==> src/rtl/psk_frame_pkg.sv <==
// Shared definitions for the PSK transmit framer: FSM states, default
// preamble and the m_tuser modulation-select encoding.
package psk_frame_pkg;

  typedef enum logic [1:0] {
    IDLE = 2'd0,
    PRE  = 2'd1,
    SEQ  = 2'd2,
    PAY  = 2'd3
  } state_t;

  typedef logic [1:0] dibit_t;

  // Barker-13 preamble, sent MSB first
  localparam int unsigned   DEF_PRE_LEN     = 13;
  localparam logic [12:0]   DEF_PRE_PATTERN = 13'b1111100110101;

  // m_tuser selects the modulator constellation
  localparam logic TUSER_BPSK = 1'b1;
  localparam logic TUSER_QPSK = 1'b0;

  // A BPSK bit is carried on both symbol lanes
  function automatic dibit_t bpsk_sym(input logic b);
    return {b, b};
  endfunction

endpackage

==> src/rtl/psk_dibit_ser.sv <==
// One-byte payload buffer that hands the byte to the modulator as four
// dibits, MSB pair first. Remembers whether the byte closed the packet.
module psk_dibit_ser
  import psk_frame_pkg::*;
(
  input  logic       clk_16M384,
  input  logic       rst_n,
  input  logic       load,
  input  logic       advance,
  input  logic [7:0] byte_in,
  input  logic       last_in,
  output logic       empty,
  output logic       last_dibit,
  output logic       last_byte,
  output dibit_t     dibit
);

  logic [7:0] byte_q;
  logic       full_q;
  logic       last_q;
  logic [1:0] idx_q;

  assign empty      = !full_q;
  assign last_dibit = full_q && (idx_q == 2'd3);
  assign last_byte  = last_q;

  // Buffer fill/drain; a load on the final dibit's handshake refills in place
  always_ff @(posedge clk_16M384 or negedge rst_n) begin
    if (!rst_n) begin
      byte_q <= '0;
      full_q <= 1'b0;
      last_q <= 1'b0;
      idx_q  <= '0;
    end else if (load) begin
      byte_q <= byte_in;
      full_q <= 1'b1;
      last_q <= last_in;
      idx_q  <= '0;
    end else if (advance && full_q) begin
      if (idx_q == 2'd3) begin
        full_q <= 1'b0;
      end
      idx_q <= idx_q + 2'd1;
    end
  end

  // Select the dibit currently offered to the modulator
  always_comb begin
    dibit = '0;
    case (idx_q)
      2'd0:    dibit = byte_q[7:6];
      2'd1:    dibit = byte_q[5:4];
      2'd2:    dibit = byte_q[3:2];
      default: dibit = byte_q[1:0];
    endcase
  end

endmodule

==> src/rtl/psk_framer.sv <==
// Transmit framer: BPSK preamble, BPSK sequence-number header, then the
// host payload as QPSK dibits, one symbol per modulator tready pulse.
module psk_framer
  import psk_frame_pkg::*;
#(
  parameter  int unsigned           BYTES       = 1,
  parameter  int unsigned           PRE_LEN     = DEF_PRE_LEN,
  parameter  logic [PRE_LEN-1:0]    PRE_PATTERN = DEF_PRE_PATTERN,
  parameter  int unsigned           SEQ_BITS    = 8,
  localparam int unsigned           BITS        = BYTES * 8
) (
  input  logic                clk_16M384,
  input  logic                rstn_16M384,
  input  logic [7:0]          s_tdata,
  input  logic                s_tvalid,
  output logic                s_tready,
  input  logic                s_tlast,
  output logic [BITS-1:0]     m_tdata,
  output logic                m_tvalid,
  input  logic                m_tready,
  output logic                m_tlast,
  output logic                m_tuser,
  output logic                frame_busy,
  output logic                underrun,
  output logic [SEQ_BITS-1:0] frame_seq
);

  localparam int unsigned IDX_MAX = (PRE_LEN > SEQ_BITS) ? PRE_LEN : SEQ_BITS;
  localparam int unsigned IDX_W   = $clog2(IDX_MAX + 1);

  logic [1:0]          rst_sync;
  logic                rst_n;
  state_t              state;
  logic                mv_q;
  logic                mu_q;
  dibit_t              sym_q;
  logic [IDX_W-1:0]    sym_idx;
  logic [IDX_W-1:0]    idx_dec;
  logic [PRE_LEN-1:0]  pre_shift;
  logic [SEQ_BITS-1:0] seq_shift;
  logic                pre_nxt;
  logic                seq_nxt;
  logic                in_pay;
  logic                hs;
  logic                ser_load;
  logic                ser_adv;
  logic                ser_empty;
  logic                ser_last_dibit;
  logic                ser_last_byte;
  dibit_t              ser_dibit;
  dibit_t              sym_out;

  // Reset asserts immediately, releases after two clock edges
  always_ff @(posedge clk_16M384 or negedge rstn_16M384) begin
    if (!rstn_16M384) begin
      rst_sync <= '0;
    end else begin
      rst_sync <= {rst_sync[0], 1'b1};
    end
  end
  assign rst_n = rst_sync[1];

  // Header symbols come from registers; payload symbols straight from the buffer
  assign in_pay   = (state == PAY);
  assign m_tvalid = in_pay ? !ser_empty : mv_q;
  assign sym_out  = in_pay ? ser_dibit : sym_q;
  assign m_tdata  = {{(BITS-2){1'b0}}, sym_out};
  assign m_tuser  = in_pay ? TUSER_QPSK : mu_q;
  assign m_tlast  = in_pay && ser_last_dibit && ser_last_byte;
  assign hs       = m_tvalid && m_tready;

  // Accept a byte into an empty buffer, or as the last dibit of a non-final byte leaves
  assign s_tready = in_pay && (ser_empty || (ser_last_dibit && m_tready && !ser_last_byte));
  assign ser_load = s_tvalid && s_tready;
  assign ser_adv  = in_pay && hs;

  // Next preamble / header bit, selected by the decremented symbol index
  always_comb begin
    idx_dec   = sym_idx - 1'b1;
    pre_shift = PRE_PATTERN >> idx_dec;
    seq_shift = frame_seq >> idx_dec;
    pre_nxt   = pre_shift[0];
    seq_nxt   = seq_shift[0];
  end

  psk_dibit_ser u_ser (
    .clk_16M384 (clk_16M384),
    .rst_n      (rst_n),
    .load       (ser_load),
    .advance    (ser_adv),
    .byte_in    (s_tdata),
    .last_in    (s_tlast),
    .empty      (ser_empty),
    .last_dibit (ser_last_dibit),
    .last_byte  (ser_last_byte),
    .dibit      (ser_dibit)
  );

  // Frame sequencer: preamble and header counted down MSB..LSB, then payload
  always_ff @(posedge clk_16M384 or negedge rst_n) begin
    if (!rst_n) begin
      state      <= IDLE;
      mv_q       <= 1'b0;
      mu_q       <= 1'b0;
      sym_q      <= '0;
      sym_idx    <= '0;
      frame_busy <= 1'b0;
      frame_seq  <= '0;
      underrun   <= 1'b0;
    end else begin
      underrun <= in_pay && ser_empty && m_tready;
      case (state)
        IDLE: begin
          if (s_tvalid) begin
            state      <= PRE;
            mv_q       <= 1'b1;
            mu_q       <= TUSER_BPSK;
            sym_q      <= bpsk_sym(PRE_PATTERN[PRE_LEN-1]);
            sym_idx    <= IDX_W'(PRE_LEN - 1);
            frame_busy <= 1'b1;
          end
        end
        PRE: begin
          if (hs) begin
            if (sym_idx == '0) begin
              state   <= SEQ;
              sym_q   <= bpsk_sym(frame_seq[SEQ_BITS-1]);
              sym_idx <= IDX_W'(SEQ_BITS - 1);
            end else begin
              sym_q   <= bpsk_sym(pre_nxt);
              sym_idx <= idx_dec;
            end
          end
        end
        SEQ: begin
          if (hs) begin
            if (sym_idx == '0) begin
              state <= PAY;
              mv_q  <= 1'b0;
              mu_q  <= TUSER_QPSK;
              sym_q <= '0;
            end else begin
              sym_q   <= bpsk_sym(seq_nxt);
              sym_idx <= idx_dec;
            end
          end
        end
        PAY: begin
          if (hs && m_tlast) begin
            state      <= IDLE;
            frame_busy <= 1'b0;
            frame_seq  <= frame_seq + 1'b1;
          end
        end
        default: state <= IDLE;
      endcase
    end
  end

endmodule

==> config.mk <==
export PLATFORM = sky130hd
export DESIGN_NAME = psk_framer
export DESIGN_NICKNAME = d
export VERILOG_FILES = /design/src/rtl/psk_frame_pkg.sv /design/src/rtl/psk_dibit_ser.sv /design/src/rtl/psk_framer.sv
export SDC_FILE = /design/constraint.sdc
export NUM_CORES = 1
export LEC_CHECK = 0
export CELL_PAD_IN_SITES_DETAIL_PLACEMENT = 0
export CELL_PAD_IN_SITES_GLOBAL_PLACEMENT = 1
export CORE_MARGIN = 5
export CORE_UTILIZATION = 44
export CTS_CLUSTER_SIZE = 20
export DETAILED_ROUTE_END_ITERATION = 7
export GPL_ROUTABILITY_DRIVEN = 0
export PLACE_DENSITY_LB_ADDON = 0.1
export REMOVE_ABC_BUFFERS = 1
export SLEW_MARGIN = 20
export SYNTH_ARGS = -nofsm -noshare
export SYNTH_HDL_FRONTEND = slang
export SYNTH_SLANG_ARGS = --single-unit
==> constraint.sdc <==
create_clock -name clk_16M384 -period 3.85 [get_ports clk_16M384]
set_input_delay 0.9625 -clock clk_16M384 [delete_from_list [all_inputs] [get_ports clk_16M384]]
set_output_delay 0.9625 -clock clk_16M384 [all_outputs]
set_load 0.1 [all_outputs]
==> impl_table.tex, run 1 <==
\begin{tabular}{lr}
\hline
Metric & Value \\
\hline
\multicolumn{2}{l}{\textbf{Run status}} \\
\quad Result of the run & finished, final reports clean \\
\multicolumn{2}{l}{\textbf{Detailed routing}} \\
\quad Routed length per placed instance & 14.8 um \\
\quad Drt first-iter violations & 90 \\
\quad Via Count & between 1000 and 1500 \\
\quad Length of routed met2 wiring & 1.68 mm \\
\quad Remaining DRCs & 0 \\
\quad Highest routing layer actually used & met4 \\
\quad Routed wire length & 3.79 mm \\
\quad Vias per cell & around 5.4 \\
\quad Antenna-violating nets left & 0 \\
\quad Post-Route M1 WL & around 1.9 mm \\
\quad Pre-antenna DRT Iters & 6 \\
\quad Wire length on met3 & around 210 um \\
\multicolumn{2}{l}{\textbf{Logic synthesis}} \\
\quad Unique masters post-synth & 48 \\
\quad Multiplexer area fraction after synthesis & roughly an eighth \\
\quad Adder and majority cell fraction of the synthesized area & under 10\% \\
\quad Portion of the post-synthesis area used by sequential elements & roughly 42\% \\
\quad Post-synthesis xor/xnor area fraction & $\sim$4.2\% \\
\quad Compound-cell area share of the yosys netlist & between 10 and 15\% \\
\quad Synth warn & 0 \\
\quad EDFF count, synth & 0 \\
\quad Mapped Avg Cell Area & approximately 11 um\^{}2 \\
\quad Post-synthesis async set-or-reset flop share & 100\% \\
\quad Simple-gate area share of the yosys netlist & 13.5\% \\
\quad Combinational family with the most area after synthesis & compound AO/OA/AOI/OAI gates \\
\quad Number of instances in the synthesized netlist & $\sim$170 \\
\quad Most frequently used flop master after synthesis & sky130\_fd\_sc\_hd\_\_dfrtp\_1 \\
\quad Syn Std Cell Area & 1890 um\^{}2 \\
\quad Number of synthesized register bits & 32 \\
\multicolumn{2}{l}{\textbf{STA}} \\
\quad Final-layout setup total negative slack & 0 ps \\
\quad Slew at the pin closest to its max-slew limit & roughly 970 ps \\
\quad Setup Skew & $\sim$8.1 ps \\
\quad Total count of hold-check failures in the final report & 0 \\
\quad RSZ-0062 raised after global routing & no \\
\quad Maximum achievable frequency & about 310 MHz \\
\quad Min cycle time layout & around 3300 ps \\
\quad Final count of pins violating max slew & 0 \\
\quad Ratio of final minimum period to clock period & around 85\% \\
\quad Final Worst Setup Slack & 579 ps \\
\quad Final setup violating endpoints & 0 \\
\quad Max\_slew headroom & around a third \\
\multicolumn{2}{l}{\textbf{Critical path}} \\
\quad Critical path depth in cells & 5 \\
\quad Required time of the critical path & $\sim$2900 ps \\
\quad CP peak stage delay & 660 ps \\
\quad Reg2reg end & sym\_idx[0] \\
\quad Slowest cell on crit path & sky130\_fd\_sc\_hd\_\_clkdlybuf4s50\_1 \\
\quad Depth of the most critical reg-to-reg path & 7 \\
\quad Critical path arrival & between 2000 and 2500 ps \\
\quad Register-to-register setup slack & 1620 ps \\
\quad Start point of the critical path & m\_tready \\
\quad Type of destination of the critical path & primary output \\
\quad CP cell instances & clkdlybuf4s50\_1, nand2\_1, o21ai\_0, and2\_1, buf\_12 \\
\quad Count of buffering cells on the critical path with inverters included & 2 \\
\quad Cell class contributing the biggest share of worst-path delay & buffers and inverters \\
\quad Type of the worst setup path & input port to primary output \\
\quad Launch instance of the worst register-to-register path & sym\_idx[0] \\
\quad Critical path destination & s\_tready \\
\quad Kind of start point of the critical path & input port \\
\quad Top fanout value on the critical path & 8 \\
\multicolumn{2}{l}{\textbf{Clock network}} \\
\quad Clk slew on worst S/H paths & $\sim$70 ps \\
\quad Total CTS buffers & 5 \\
\quad Clock tree from TritonCTS & yes \\
\quad Clock Root Buffer & sky130\_fd\_sc\_hd\_\_clkbuf\_8 \\
\quad H-tree levels & 2 \\
\quad Post\_cts resized & 0 \\
\quad Setup Buffers After CTS & 0 \\
\quad TritonCTS Sinks & 32 \\
\quad CTS hold repair buffers & 0 \\
\quad Max clock buf depth & 2 \\
\quad Clock latency reported for the late side of the worst-skew pair & 290 ps \\
\multicolumn{2}{l}{\textbf{Global route}} \\
\quad Wire length of the first global-routing pass & between 6 and 7 mm \\
\quad Number of antenna violations at the first check in global routing & 0 \\
\quad Total congestion overflow after global routing & 0 \\
\quad Vias in the first global route & around 1400 \\
\quad Combined global-route utilization of all metal layers & about 15\% \\
\quad Maximum number of pins on one net before global-route repair & 18 \\
\multicolumn{2}{l}{\textbf{Placed design}} \\
\quad Post-DP Area & roughly 2200 um\^{}2 \\
\quad IO Port Bufs & 28 \\
\quad Worst setup timing slack at the placement stage & between 500 and 600 ps \\
\quad Final HPWL DP & 2.84 mm \\
\multicolumn{2}{l}{\textbf{Flow run}} \\
\quad Max-capacitance violation count & 0 \\
\multicolumn{2}{l}{\textbf{Pwr}} \\
\quad Pwr dens & about 290 nW/um\^{}2 \\
\quad Clk pwr share & about 41\% \\
\quad Combinational share of power & between 6 and 7\% \\
\quad Sequential share of power & about half \\
\quad Internal power of the cells & 0.000491 W \\
\quad Lkg Pwr & 1.07 nW \\
\quad Peak ir drop on the vdd network & between 0.15 and 0.2 mV \\
\quad Net switching fraction of the power & 24.9\% \\
\quad Psw & around 0.00016 W \\
\quad Overall power after layout & around 0.00065 W \\
\multicolumn{2}{l}{\textbf{Finish}} \\
\quad Most frequent standard cell in the layout excluding fill and tap cells & sky130\_fd\_sc\_hd\_\_dfrtp\_1 \\
\quad Antenna diode count & 0 \\
\quad Share of final-layout standard cells stronger than drive strength 1 & between 10\% and 20\% \\
\quad Count of nets after finishing & 230 \\
\quad Syn-to-layout area delta & 20.2\% \\
\quad Post-layout instance area & 2280 um\^{}2 \\
\quad Most frequent cells in the layout & sky130\_fd\_sc\_hd\_\_dfrtp\_1, sky130\_fd\_sc\_hd\_\_clkdlybuf4s50\_1, sky130\_fd\_sc\_hd\_\_nand2\_1, sky130\_fd\_sc\_hd\_\_ha\_1, sky130\_fd\_sc\_hd\_\_mux2\_2 \\
\quad Final Core Density & 55.7\% \\
\multicolumn{2}{l}{\textbf{Hold path}} \\
\quad Classification of the worst-slack hold path & register to async pin \\
\multicolumn{2}{l}{\textbf{Floorplanning}} \\
\quad Standard-cell row count & 23 \\
\quad I/O pins & 35 \\
\quad Placeable core region & 4090 um\^{}2 \\
\quad Total die area & around 5700 um\^{}2 \\
\quad Die outline height & between 70 and 80 um \\
\quad Die width & 75.6 um \\
\quad Starting density of the core & roughly 46\% \\
\hline
\end{tabular}
## registers in the layout (all words and copies together) (netlist names)
name,flops
u_ser.full_q,1
mu_q,1
frame_busy,1
sym_idx,4
u_ser.idx_q,2
sym_q,1
u_ser.last_byte,1
rst_sync,2
state,2
underrun,1
frame_seq,8
u_ser.byte_q,8
## power groups by stage
stage / Combinational [W] / Clock, W / Sequential (W)
after global placement: 0.0000446 / 0 / 0.000346
after detailed placement: 0.0000451 / 0 / 0.000347
after floorplan: 0.0000259 / 0 / 0.000348
final: 0.0000449 / 0.000270 / 0.000340
after CTS: 0.0000453 / 0.000276 / 0.000340
after global routing: 0.0000473 / 0.000291 / 0.000340
## cells in the mapped netlist (all sizes together) (4+ instances only)
master / number / share of area [%]
a21oi: 9 / 2.4
mux2: 12 / 7.3
inv: 7 / 1.4
ha: 12 / 7.9
xnor2: 6 / 2.8
dfrtp: 32 / 42
nor2: 6 / 1.3
nand3: 10 / 2.9
buf: 10 / 4.0
mux2i: 4 / 2.1
o21ai: 13 / 3.6
nand2: 14 / 3.3
## through the flow
step,hold slack (ps),std cells
6_report,242,256
3_5_place_dp,263,248
2_1_floorplan,331,169
3_3_place_gp,233,248
5_1_grt,300,256
4_1_cts,263,256
## area by class of cell
type	count	area, um^2
inverter	7	26.3
clock buffer	6	82.6
timing repair buffer	29	285
sequential	32	801
fill	381	1810
multi-input combinational	130	1010
clock inverter	2	10.0
tap	50	62.6
## how the worst min path moves through the flow
stage | startpoint | cells past startpoint | end | slack, ps
2_1_floorplan | rst_sync[0] | 0 | rst_sync[1] | 330
3_5_place_dp | rst_sync[1] | 0 | u_ser.byte_q[1] | 260
5_1_grt | rst_sync[1] | 0 | u_ser.byte_q[1] | 300
6_report | rst_sync[1] | 0 | u_ser.idx_q[1] | 240
3_3_place_gp | rst_sync[1] | 0 | u_ser.byte_q[3] | 230
4_1_cts | rst_sync[1] | 0 | u_ser.byte_q[0] | 260
## per-layer routing
| metal | track usage, % | up-vias |
|---|---|---|
| li1 | - | 677 |
| met3 | 4.22 | 4 |
| met4 | 5.24 | 0 |
| met1 | 20.3 | 659 |
| met5 | 0 | - |
| met2 | 23.7 | 35 |
## logic make-up (layout without fill, tap and decap cells)
group | count (synthesis) | in the layout
xor+xnor | 9 | 9
other cells | 2 | 7
mux | 18 | 18
simple gates | 46 | 46
flops | 32 | 32
buf+inv | 17 | 44
compound gates | 38 | 38
fa+ha+maj | 12 | 12
Power figures use the tool's default switching activity.
==> run 2, diff against run 1 <==
- CORE_UTILIZATION: 44 -> 41
- clock period: 3.85 -> 3.4 ns (I/O delays scaled with it)
==> impl_table.tex, run 2 (synthesized netlist as in run 1, its figures left out) <==
\begin{tabular}{lr}
\hline
Metric & Value \\
\hline
\multicolumn{2}{l}{\textbf{Global route}} \\
\quad Wire length of the first global-routing pass & 6.47 mm (-0.42\%) \\
\quad Vias in the first global route & 1367 (-3.9\%) \\
\quad Number of antenna violations at the first check in global routing & 0 (unchanged) \\
\quad Combined global-route utilization of all metal layers & 12.9\% (-2.3 points) \\
\quad Maximum number of pins on one net before global-route repair & 20 (+2) \\
\quad Total congestion overflow after global routing & 0 (unchanged) \\
\multicolumn{2}{l}{\textbf{Critical path}} \\
\quad Required time of the critical path & 2550 ps (-340 ps) \\
\quad Type of destination of the critical path & primary output \\
\quad CP cell instances & clkdlybuf4s50\_1, nand2\_1, o21ai\_0, and2\_1, buf\_12 \\
\quad Critical path arrival & 2020 ps (-290 ps) \\
\quad Reg2reg end & sym\_idx[0] \\
\quad Slowest cell on crit path & sky130\_fd\_sc\_hd\_\_clkdlybuf4s50\_1 \\
\quad CP peak stage delay & 490 ps (-170 ps) \\
\quad Count of buffering cells on the critical path with inverters included & 2 (unchanged) \\
\quad Critical path depth in cells & 5 (unchanged) \\
\quad Register-to-register setup slack & 1170 ps (-450 ps) \\
\quad Depth of the most critical reg-to-reg path & 7 (unchanged) \\
\quad Cell class contributing the biggest share of worst-path delay & buffers and inverters \\
\quad Kind of start point of the critical path & input port \\
\quad Top fanout value on the critical path & 4 (-4) \\
\quad Launch instance of the worst register-to-register path & sym\_idx[0] \\
\quad Type of the worst setup path & input port to primary output \\
\multicolumn{2}{l}{\textbf{Finish}} \\
\quad Antenna diode count & 0 (unchanged) \\
\quad Area used by multi-input combinational logic & 1010 um\^{}2 (unchanged) \\
\quad Post-layout instance area & 2260 um\^{}2 (-0.66\%) \\
\quad Count of nets after finishing & 231 (+0.43\%) \\
\quad Syn-to-layout area delta & 19.4\% \\
\quad Most frequent standard cell in the layout excluding fill and tap cells & sky130\_fd\_sc\_hd\_\_dfrtp\_1 \\
\quad Final Core Density & 51.2\% (-4.5 points) \\
\quad Non-Filler Instances & 259 (+1.2\%) \\
\quad Top flop regs & frame\_seq (8), u\_ser.byte\_q (8), sym\_idx (4) \\
\quad Most frequent cells in the layout & sky130\_fd\_sc\_hd\_\_dfrtp\_1, sky130\_fd\_sc\_hd\_\_buf\_4, sky130\_fd\_sc\_hd\_\_nand2\_1, sky130\_fd\_sc\_hd\_\_ha\_1, sky130\_fd\_sc\_hd\_\_clkdlybuf4s50\_1 \\
\quad Share of final-layout standard cells stronger than drive strength 1 & 23.7\% (+5.2 points) \\
\quad Number of inserted filler cells in the final layout & 441 (+16\%) \\
\quad Footprint of the flip-flops and latches & 801 um\^{}2 (unchanged) \\
\multicolumn{2}{l}{\textbf{Clock network}} \\
\quad CTS hold repair buffers & 0 (unchanged) \\
\quad Post\_cts resized & 0 (unchanged) \\
\quad Setup Buffers After CTS & 0 (unchanged) \\
\quad Max clock buf depth & 2 (unchanged) \\
\quad Clock tree from TritonCTS & yes \\
\quad H-tree levels & 2 (unchanged) \\
\quad TritonCTS Sinks & 32 (unchanged) \\
\quad Clock Root Buffer & sky130\_fd\_sc\_hd\_\_clkbuf\_8 \\
\quad Clock latency reported for the late side of the worst-skew pair & 280 ps (about the same) \\
\quad Total CTS buffers & 5 (unchanged) \\
\quad Clk slew on worst S/H paths & 70 ps (about the same) \\
\multicolumn{2}{l}{\textbf{Detailed routing}} \\
\quad Routed wire length & 3.81 mm (+0.42\%) \\
\quad Routed length per placed instance & 14.7 um (-0.74\%) \\
\quad Drt first-iter violations & 105 (+17\%) \\
\quad Remaining DRCs & 0 (unchanged) \\
\quad Via Count & 1399 (+1.7\%) \\
\quad Pre-antenna DRT Iters & 4 (-2) \\
\quad Vias per cell & 5.40 (+0.57\%) \\
\quad Antenna-violating nets left & 0 (unchanged) \\
\multicolumn{2}{l}{\textbf{Floorplanning}} \\
\quad Standard-cell row count & 24 (+4.3\%) \\
\quad Total die area & 6080 um\^{}2 (+6.3\%) \\
\quad I/O pins & 35 (unchanged) \\
\quad Die width & 78.0 um (+3.1\%) \\
\quad Die outline height & 78.0 um (+3.1\%) \\
\quad Starting density of the core & 42.9\% (-3.4 points) \\
\quad Placeable core region & 4410 um\^{}2 (+8.0\%) \\
\multicolumn{2}{l}{\textbf{STA}} \\
\quad Maximum achievable frequency & between 300 and 400 MHz \\
\quad Final setup violating endpoints & 0 (unchanged) \\
\quad Setup Skew & 2.45 ps (-5.69 ps) \\
\quad RSZ-0062 raised after global routing & no \\
\quad Ratio of final minimum period to clock period & a little over four fifths \\
\quad Slew at the pin closest to its max-slew limit & 524 ps (-447 ps) \\
\quad Min cycle time layout & roughly 2900 ps \\
\quad Final-layout setup total negative slack & 0 ps (unchanged) \\
\quad Final count of pins violating max slew & 0 (unchanged) \\
\quad Max\_slew headroom & 65.0\% (+30 points) \\
\quad Total count of hold-check failures in the final report & 0 (unchanged) \\
\multicolumn{2}{l}{\textbf{Run status}} \\
\quad Result of the run & finished, final reports clean \\
\multicolumn{2}{l}{\textbf{Placed design}} \\
\quad IO Port Bufs & 28 (unchanged) \\
\quad Number of cells in the design after placement & 251 (+1.2\%) \\
\quad Final HPWL DP & 2.85 mm (+0.44\%) \\
\quad Post-DP Area & 2170 um\^{}2 (-0.69\%) \\
\multicolumn{2}{l}{\textbf{Pwr}} \\
\quad Lkg Pwr & 1.09 nW (+2.2\%) \\
\quad Pwr dens & 326 nW/um\^{}2 (+13\%) \\
\quad Peak ir drop on the vdd network & 0.151 mV (-8.8\%) \\
\quad Overall power after layout & 0.000738 W (+13\%) \\
\multicolumn{2}{l}{\textbf{Flow run}} \\
\quad Max-capacitance violation count & 0 (unchanged) \\
\multicolumn{2}{l}{\textbf{Hold path}} \\
\quad Classification of the worst-slack hold path & register to async pin \\
\hline
\end{tabular}
[run 2: worst max path at each step]
stage,to,from
floorplan,m_tlast,state[1]
global placement,s_tready,m_tready
detailed placement,s_tready,m_tready
CTS,s_tready,m_tready
global route,s_tready,m_tready
finish,s_tready,m_tready
[run 2: power breakdown]
group | leakage (nW) | switching (W) | internal (W)
clock network | 0.0510 | 0.000140 | 0.000161
registers | 0.417 | 0.00000302 | 0.000382
logic | 0.625 | 0.0000380 | 0.0000140
[run 2: per-stage QoR]
stage | hold WS, ps | setup slack, ps
after floorplan | 331 | 443
after global placement | 208 | 559
after detailed placement | 224 | 546
after CTS | 233 | 530
after global routing | 266 | 456
final | 215 | 529
[run 2: metal layers]
layer  up-vias  global-route usage (%)  routed length [um]
met5         -                       0                   0
met4         0                    3.89                  40
met3         6                    3.94                 228
met2        36                    19.4                1670
met1       682                    17.9                1870
li1        675                       -                   -
[run 2: layout make-up]
| type | instances | share of cell area [%] |
|---|---|---|
| Clock inverter | 2 | 0.442 |
| Multi-Input combinational cell | 130 | 44.6 |
| Sequential cell | 32 | 35.4 |
| Timing Repair Buffer | 30 | 11.8 |
| Clock buffer | 6 | 3.65 |
| Inverter | 7 | 1.16 |
| Tap cell | 52 | 2.88 |
